`config.mk`:
```
export PLATFORM = sky130hd
export DESIGN_NAME = instr_fetch
export DESIGN_NICKNAME = d
export VERILOG_FILES = /design/src/rtl/fetch_defs.sv /design/src/rtl/fetch_buf.sv /design/src/rtl/instr_fetch.sv
export SDC_FILE = /design/constraint.sdc
export NUM_CORES = 1
export LEC_CHECK = 0
export CAP_MARGIN = 20
export CORE_MARGIN = 2
export CORE_UTILIZATION = 55
export CTS_CLUSTER_SIZE = 28
export DETAILED_ROUTE_END_ITERATION = 8
export GPL_TIMING_DRIVEN = 0
export PLACE_DENSITY = 0.8
export SYNTH_ARGS = -nofsm -noshare
export SYNTH_HDL_FRONTEND = slang
export SYNTH_SLANG_ARGS = --single-unit
```
`constraint.sdc`:
```
create_clock -name clk -period 5.5 [get_ports clk]
set_input_delay 1.375 -clock clk [delete_from_list [all_inputs] [get_ports clk]]
set_output_delay 1.375 -clock clk [all_outputs]
set_load 0.01 [all_outputs]
```
`src/rtl/fetch_defs.sv`:
```
// Shared definitions for the fetch stage: default widths, the NOP encoding
// presented when no instruction is valid, and the fetch FSM state encoding.
package fetch_defs;
    localparam int          ADDR_W_DEF   = 16;
    localparam logic [31:0] NOP_WORD_DEF = 32'h0000_0000;

    typedef enum logic [1:0] {
        ST_RUN    = 2'd0,
        ST_WAIT   = 2'd1,
        ST_HALTED = 2'd2
    } fetch_state_e;
endpackage

```
`src/rtl/fetch_buf.sv`:
```
// Two-entry FIFO of fetched {word, pc} pairs between instruction memory and
// the decoder. Flush wins over push and pop.
module fetch_buf
    import fetch_defs::*;
#(
    parameter int ADDR_W = ADDR_W_DEF
) (
    input  logic              clk,
    input  logic              rst_n,
    input  logic              push_i,
    input  logic [31:0]       push_word_i,
    input  logic [ADDR_W-1:0] push_pc_i,
    input  logic              pop_i,
    input  logic              flush_i,
    output logic              full_o,
    output logic              empty_o,
    output logic [1:0]        count_o,
    output logic [31:0]       head_word_o,
    output logic [ADDR_W-1:0] head_pc_o
);
    logic [31:0]       word_q [2];
    logic [ADDR_W-1:0] pc_q   [2];
    logic              wr_q;
    logic              rd_q;
    logic [1:0]        count_q;

    always_ff @(posedge clk or negedge rst_n) begin
        if (!rst_n) begin
            word_q[0] <= '0;
            word_q[1] <= '0;
            pc_q[0]   <= '0;
            pc_q[1]   <= '0;
            wr_q      <= 1'b0;
            rd_q      <= 1'b0;
            count_q   <= 2'd0;
        end else if (flush_i) begin
            wr_q    <= 1'b0;
            rd_q    <= 1'b0;
            count_q <= 2'd0;
        end else begin
            // When full, wr == rd: the overwritten slot is the head being popped.
            if (push_i) begin
                word_q[wr_q] <= push_word_i;
                pc_q[wr_q]   <= push_pc_i;
                wr_q         <= ~wr_q;
            end
            if (pop_i) begin
                rd_q <= ~rd_q;
            end
            count_q <= count_q + {1'b0, push_i} - {1'b0, pop_i};
        end
    end

    assign full_o      = (count_q == 2'd2);
    assign empty_o     = (count_q == 2'd0);
    assign count_o     = count_q;
    assign head_word_o = word_q[rd_q];
    assign head_pc_o   = pc_q[rd_q];
endmodule

```
`src/rtl/instr_fetch.sv`:
```
// Fetch stage: owns the PC, reads instruction memory over req/ack and hands
// buffered {word, pc} pairs to the decoder; halts on pc_halt, restarts on redirect.
//   state     | meaning
//   ST_RUN    | issue a read whenever buffered + outstanding < 2
//   ST_WAIT   | one read outstanding; req/addr held until ack
//   ST_HALTED | decoder saw HALT; idle until redirect
module instr_fetch
    import fetch_defs::*;
#(
    parameter int                ADDR_W   = ADDR_W_DEF,
    parameter logic [ADDR_W-1:0] RESET_PC = '0,
    parameter logic [31:0]       NOP_WORD = NOP_WORD_DEF
) (
    input  logic              clk,
    input  logic              rst_n,
    output logic              imem_req,
    output logic [ADDR_W-1:0] imem_addr,
    input  logic              imem_ack,
    input  logic [31:0]       imem_rdata,
    output logic [31:0]       instr,
    output logic [ADDR_W-1:0] instr_pc,
    output logic              instr_valid,
    input  logic              instr_ready,
    input  logic              pc_halt,
    input  logic              redirect,
    input  logic [ADDR_W-1:0] redirect_pc,
    output logic              halted
);
    fetch_state_e      state_q, state_d;
    logic [ADDR_W-1:0] fetch_pc_q, fetch_pc_d;
    logic [ADDR_W-1:0] addr_q, addr_d;
    logic              discard_q, discard_d;
    logic              halted_q, halted_d;
    logic              live_q;

    logic              buf_push, buf_pop, buf_flush, buf_full, buf_empty;
    logic [1:0]        buf_count;
    logic [31:0]       head_word;
    logic [ADDR_W-1:0] head_pc;
    logic              take_data, pending, halt_take;

    fetch_buf #(.ADDR_W(ADDR_W)) u_buf (
        .clk         (clk),
        .rst_n       (rst_n),
        .push_i      (buf_push),
        .push_word_i (imem_rdata),
        .push_pc_i   (imem_addr),
        .pop_i       (buf_pop),
        .flush_i     (buf_flush),
        .full_o      (buf_full),
        .empty_o     (buf_empty),
        .count_o     (buf_count),
        .head_word_o (head_word),
        .head_pc_o   (head_pc)
    );

    // live_q keeps req low while in reset and for the first edge after it.
    assign imem_req    = live_q & ((state_q == ST_WAIT) |
                                   ((state_q == ST_RUN) & (buf_count < 2'd2)));
    assign imem_addr   = (state_q == ST_WAIT) ? addr_q : fetch_pc_q;
    assign instr_valid = ~buf_empty;
    assign instr       = instr_valid ? head_word : NOP_WORD;
    assign instr_pc    = instr_valid ? head_pc : '0;
    assign halted      = halted_q;
    assign halt_take   = pc_halt & instr_valid;
    assign buf_pop     = instr_valid & instr_ready;
    assign pending     = imem_req & ~imem_ack;

    always_comb begin
        state_d    = state_q;
        fetch_pc_d = fetch_pc_q;
        addr_d     = addr_q;
        discard_d  = discard_q;
        halted_d   = halted_q;
        take_data  = 1'b0;
        buf_flush  = 1'b0;

        case (state_q)
            ST_RUN: begin
                if (imem_req) begin
                    if (imem_ack) begin
                        take_data  = 1'b1;
                        fetch_pc_d = fetch_pc_q + 1'b1;
                    end else begin
                        addr_d  = fetch_pc_q;
                        state_d = ST_WAIT;
                    end
                end
            end
            ST_WAIT: begin
                if (imem_ack) begin
                    if (discard_q) begin
                        discard_d = 1'b0;
                    end else begin
                        take_data  = 1'b1;
                        fetch_pc_d = addr_q + 1'b1;
                    end
                    state_d = halted_q ? ST_HALTED : ST_RUN;
                end
            end
            default: ;
        endcase

        // A read still in flight must drain in WAIT; its data is marked stale.
        if (redirect) begin
            buf_flush  = 1'b1;
            fetch_pc_d = redirect_pc;
            halted_d   = 1'b0;
            discard_d  = pending;
            state_d    = pending ? ST_WAIT : ST_RUN;
        end else if (halt_take) begin
            buf_flush  = 1'b1;
            fetch_pc_d = instr_pc + 1'b1;
            halted_d   = 1'b1;
            discard_d  = pending;
            state_d    = pending ? ST_WAIT : ST_HALTED;
        end
    end

    assign buf_push = take_data & ~buf_flush & (~buf_full | buf_pop);

    always_ff @(posedge clk or negedge rst_n) begin
        if (!rst_n) begin
            state_q    <= ST_RUN;
            fetch_pc_q <= RESET_PC;
            addr_q     <= RESET_PC;
            discard_q  <= 1'b0;
            halted_q   <= 1'b0;
            live_q     <= 1'b0;
        end else begin
            state_q    <= state_d;
            fetch_pc_q <= fetch_pc_d;
            addr_q     <= addr_d;
            discard_q  <= discard_d;
            halted_q   <= halted_d;
            live_q     <= 1'b1;
        end
    end
endmodule

```
==> flow_summary.toml, run 1 <==
[status]
run_status = "finished clean"

[drt]
routed_wl_um = 18180
wl_per_cell_um = 18.77
vias_per_cell = 5.703
drt_iter0_markers = 429
drc_errors = 0
vias = 5526
drtPass1Iterations = 7
ant_nets = 0

[floorplan]
num_rows = 40
io-pin-count = 121
die_h_um = 116.1
die_area_mm2 = 0.01348
initial_core_util = 0.5683
core_area_mm2 = 0.01216
fp.dieW_um = 116.1

[yosys]
syn_nets = 706
yosys_warnings = 0
ys_types = 48
ys.flop_type = "dfrtp_1"
avgSynthCellArea_um2 = 10.65
ys_ff_latch = 137
ys_seq_area_frac = 0.4960
synth_area_mm2 = 0.006912
synth_edf_count = 0
ys_async_sr_fraction = 1.000
syn-instance-count = 649

[timing]
fin_skew_ns = 0.008575
hold_slack_ns = 0.4930
setup-violations-final = 0
setup_ws_ns = 0.8863
relSlewSlack = 0.5063
min_period_over_period = 0.8389
hold_viol = 0
worstMarginPinSlew_ns = 0.7406
drv_slew = 0
rsz0062_at_grt = "false"
fmax_ghz = 0.2167
fin_crit_ns = 4.614

[critical_path]
cpPeakStageDelay_ns = 0.58
cp_max_fo = 10
critPathArrivalTime_ns = 3.24
crit_path_start_kind = "flop"
cp_cell_sequence = "buf_6 > buf_6 > clkbuf_1 > buf_2 > mux2i_1 > nor2_1 > clkdlybuf4s50_1"
crit_top_cell = "buf_6"
endpoint_kind = "output port"
worst_path_max_delay_cell = "clkbuf_1"
critPathKind = "reg2out"
required_ns = 4.12

[finish]
final_cell_mix = "dfrtp_1 (137), clkdlybuf4s50_1 (118), nor2_1 (83), mux2_2 (80), mux2i_1 (74)"
final_common_cell = "dfrtp_1"
seq_area_mm2 = 0.003428
multiInputGateArea_mm2 = 0.003207
final_cells = 969
antenna_cells = 0
final_layout_size_suffix_gt1_frac = 0.1685
final_cell_area_mm2 = 0.008937
layout.nets = 845
area_growth_syn_to_layout_pct = 29.31
fillers = 891

[clocking]
ctsLongestPathBuffers = 2
numClockSinks = 137
clkTransAtPathRegs_ns = 0.06
hold_buffers = 0
cts-htree-levels = 4
clk_latency_ns = 0.43
cts_tree = "yes"
post_cts_resized = 0
clock-root-buffer = "clkbuf_16"
cts_setup_buffers = 0
cts_buffers = 17

[power_and_ir_drop]
vdd_ir_drop_max_mv = 0.4028
power_density_mw_per_mm2 = 636.9
power_mw = 5.692
p_leak_nw = 3.868

[grt]
grt_max_degree = 105
grtUsageTotal = 0.2890
first_global_vias = 5879
grt_first_pass_wirelength_um = 29480
grt_overflow = 0
antenna_found_initial = 0

[place]
io_buffer_count = 119
placed_area_mm2 = 0.008342
place_worst_setup_slack_ns = 0.6438
dp_cells = 937
place_congestion = 0.8880
hpwl_um = 13010

[job]
maxCapViolations = 0

[hold_path]
min_path_type = "reg2reg"
-- sequential cells by signal (all words and copies together), names as in the netlist --
register and count:
u_buf.count_o 2, u_buf.word_q 64, state_q 2, u_buf.wr_q 1, live_q 1, halted 1, u_buf.rd_q 1, u_buf.pc_q 32
addr_q 16, discard_q 1, fetch_pc_q 16
-- cell families (layout without fill, tap and decap cells) --
kind of cell             after synthesis  count (layout)  synth area share
buffers and inverters                 57             209           0.04001
AO/OA/AOI/OAI                        103             103           0.08852
other                                  1               1         0.0005426
XOR/XNOR                              18              18           0.02281
multiplexers                         154             154            0.2375
AND/OR/NAND/NOR                      176             176            0.1092
adder cells (fa/ha/maj)                3               3          0.005431
flip-flops                           137             137            0.4960
-- stage by stage --
| stage | util | TNS, ns |
|---|---|---|
| after floorplan | - | 0 |
| after global placement | 0.6835 | -284.82 |
| after detailed placement | 0.6859 | 0 |
| after CTS | 0.7349 | 0 |
| after global routing | 0.7349 | 0 |
| final | 0.7349 | 0 |
-- power breakdown --
group          internal (mW)  switching (mW)
Sequential              1.48           0.325
Combinational           1.32            1.41
Clock                  0.697           0.461
-- area by class of cell --
type	count	share of cell area
flip-flops and latches	137	0.3836
multi-input cells	455	0.3588
repair buffers	120	0.1365
clock buffers	20	0.05110
well taps	168	0.02352
plain buffers	37	0.02254
clock inverters	12	0.01554
inverters	20	0.008400
-- worst max-delay path: cells and delay by family, from the launching register on --
kind / cells / cell delay, ns
mux: 1 / 0.28
flops: 1 / 0.53
buf+inv: 5 / 1.91
simple gates: 1 / 0.07
-- cell usage after synthesis (4+ instances only) --
| master | instances | area (µm²) |
|---|---|---|
| dfrtp_1 | 137 | 3428 |
| nor2_1 | 83 | 311.6 |
| mux2_2 | 80 | 900.9 |
| mux2i_1 | 74 | 740.7 |
| nand2_1 | 53 | 198.9 |
| o21ai_0 | 36 | 180.2 |
| a21oi_1 | 35 | 175.2 |
| inv_1 | 19 | 71.32 |
| clkbuf_1 | 16 | 60.06 |
| xnor2_1 | 14 | 122.6 |
| buf_2 | 11 | 55.05 |
| nand3_1 | 8 | 40.04 |
| buf_4 | 5 | 37.54 |
| nand2b_1 | 5 | 31.28 |
| nor2b_1 | 5 | 31.28 |
| nor3_1 | 5 | 25.02 |
| and2_1 | 4 | 25.02 |
| buf_6 | 4 | 45.04 |
| nand3b_1 | 4 | 30.03 |
| xor2_1 | 4 | 35.03 |
-- worst paths after layout --
kind	from	endpoint	slack [ns]	depth (start not counted)
max in group asynchronous	rst_n	u_buf.word_q[37]	3.87	2
min in group asynchronous	rst_n	addr_q[1]	0.83	1
worst min register to register	u_buf.pc_q[15]	u_buf.pc_q[15]	0.49	2
worst min-delay path	u_buf.pc_q[15]	u_buf.pc_q[15]	0.49	2
worst max register to register	u_buf.rd_q	fetch_pc_q[10]	1.78	11
worst max-delay path	u_buf.rd_q	instr[14]	0.89	7
-- routing by layer --
metal  vias up  global-route usage  wire length [µm]
li1       2534                   -                 -
met1      2728              0.3773              7876
met2       225              0.4729              8743
met3        39             0.06798              1145
met4         0              0.1119               418
met5         -                   0                 0
(Power assumes the default switching activity.)
==> run 2: changes to the inputs <==
--- a/config.mk
+++ b/config.mk
@@ -7,11 +7,11 @@
 export LEC_CHECK = 0
 export CAP_MARGIN = 20
 export CORE_MARGIN = 2
-export CORE_UTILIZATION = 55
+export CORE_UTILIZATION = 53
 export CTS_CLUSTER_SIZE = 28
 export DETAILED_ROUTE_END_ITERATION = 8
 export GPL_TIMING_DRIVEN = 0
-export PLACE_DENSITY = 0.8
+export PLACE_DENSITY = 0.77
 export SYNTH_ARGS = -nofsm -noshare
 export SYNTH_HDL_FRONTEND = slang
 export SYNTH_SLANG_ARGS = --single-unit
==> constraint.sdc (replaced) <==
create_clock -name clk -period 4.7 [get_ports clk]
set_input_delay 1.175 -clock clk [delete_from_list [all_inputs] [get_ports clk]]
set_output_delay 1.175 -clock clk [all_outputs]
set_load 0.01 [all_outputs]
==> run 2 against run 1 <==
Effect of this change:
- largest cell class unchanged
- highest routed layer unchanged
- utilization down 2.5 points
- register-to-register slack worse by 0.73 ns
- global-route usage shrank 1.9 points
- combinational power grew 16%
- critical path depth is the same
- clock power rose by 25%
- die area is 3.6% higher
- clock skew decreased by 0.0013 ns
- largest power group unchanged
- sequential power rose by 17%
- sequential share of layout area fell by 0.22 points
==> flow_summary.toml, run 2 (synthesized netlist as in run 1, its figures left out) <==
[status]
run_status = "finished clean"

[clocking]
cts-htree-levels = 4
clk_latency_ns = 0.43
post_cts_resized = 0
hold_buffers = 0
cts_tree = "yes"
clkTransAtPathRegs_ns = 0.06
cts_buffers = 17
ctsLongestPathBuffers = 2
clock-root-buffer = "clkbuf_16"
numClockSinks = 137
cts_setup_buffers = 0

[drt]
wl_per_cell_um = 18.58
ant_nets = 0
drc_errors = 0
drt_iter0_markers = 630
vias_per_cell = 5.652
routed_wl_um = 18080
drtPass1Iterations = 6
vias = 5499

[place]
io_buffer_count = 119
placed_area_mm2 = 0.008347
hpwl_um = 13050
place_congestion = 0.9132

[hold_path]
hold_start = "u_buf.pc_q[4]"
min_path_type = "reg2reg"

[finish]
reg.largest.list = "u_buf.word_q (64), u_buf.pc_q (32)"
final_cell_area_mm2 = 0.008989
final_cell_mix = "dfrtp_1 (137), clkdlybuf4s50_1 (118), nor2_1 (83), mux2_2 (80), mux2i_1 (74)"
final_util = 0.7094
layout.nets = 845
final_layout_size_suffix_gt1_frac = 0.1698
largest-register = "u_buf.word_q"
antenna_cells = 0
final_common_cell = "dfrtp_1"
largest_reg_flops = 64
area_growth_syn_to_layout_pct = 30.05

[grt]
grtUsageTotal = 0.2696
antenna_found_initial = 0
grt_max_degree = 71
grt_overflow = 0
first_global_vias = 5769
grt_first_pass_wirelength_um = 29380

[critical_path]
startpoint = "u_buf.rd_q"
r2r_slack_ns = 1.05
required_ns = 3.52
r2r_start = "u_buf.rd_q"
endpoint_kind = "output port"
critPathArrivalTime_ns = 3.21
critPathKind = "reg2out"
crit_end = "instr[1]"
r2r_cells = 11
cp_max_fo = 10
timing.rr.end = "fetch_pc_q[10]"
crit_path_start_kind = "flop"

[floorplan]
fp.dieW_um = 118.2
num_rows = 41
initial_core_util = 0.5455
io-pin-count = 121
die_h_um = 118.2
die_area_mm2 = 0.01397
core_area_mm2 = 0.01267

[timing]
hold_viol = 0
fin_setup_tns_ns = 0
hold_slack_ns = 0.4883
fin_crit_ns = 4.382
worstMarginPinSlew_ns = 0.6995
fin_skew_ns = 0.007256
min_period_over_period = 0.9322
relSlewSlack = 0.5336
drv_slew = 0
setup-violations-final = 0
fmax_ghz = 0.2282
rsz0062_at_grt = "false"

[power_and_ir_drop]
p_leak_nw = 3.898
power_density_mw_per_mm2 = 750.1
power_mw = 6.743
vdd_ir_drop_max_mv = 0.4042

[job]
maxCapViolations = 0
## run 2: cell types whose count changed in the layout (fill, tap and decap cells not counted), sizes merged
cell and delta:
inv -2, clkinv +3, clkinvlp -2, bufinv +2, clkbuf -1
## run 2: per-layer routing
metal / track usage / vias up / share of wire
met3: 0.07384 / 30 / 0.079
met5: 0 / - / 0
li1: - / 2534 / -
met1: 0.3425 / 2700 / 0.42
met4: 0.09036 / 0 / 0.017
met2: 0.4462 / 235 / 0.49
## run 2: final cells by class
type	count	area, µm²
Buffer	37	201.4
Clock buffer	19	452.9
Clock inverter	13	188.9
Fill cell	970	3682
Inverter	20	75.07
Multi-Input combinational cell	455	3207
Sequential cell	137	3428
Tap cell	172	215.2
Timing Repair Buffer	120	1220
## run 2: worst max-delay path, stage by stage (launching register included)
cell	delay, ns
dfrtp_1	0.54
buf_6	0.22
buf_6	0.18
clkbuf_1	0.55
buf_2	0.44
mux2i_1	0.14
nor2_1	0.15
clkdlybuf4s50_1	0.56
## run 2: worst min-delay path by stage
stage / endpoint / slack [ns] / cells after the start
after floorplan: u_buf.pc_q[11] / 0.45 / 2
after global placement: u_buf.pc_q[13] / 0.46 / 2
after detailed placement: u_buf.pc_q[13] / 0.47 / 2
after CTS: u_buf.pc_q[13] / 0.49 / 2
after global routing: u_buf.pc_q[15] / 0.50 / 2
final: u_buf.pc_q[4] / 0.49 / 2
## run 2: power by group
group | switching, mW | leakage (nW) | internal (mW) | total [mW]
sequential | 0.380 | 1.68 | 1.73 | 2.11
clock | 0.528 | 0.310 | 0.920 | 1.45
combinational | 1.64 | 1.90 | 1.54 | 3.18
total | 2.55 | 3.90 | 4.20 | 6.74
## run 2: through the flow
step                      setup WS (ns)  cells
after global placement           -2.711    940
after detailed placement        0.05544    941
final                            0.3184    973
after floorplan                   1.228    649
after CTS                        0.3460    973
after global routing             0.1988    973
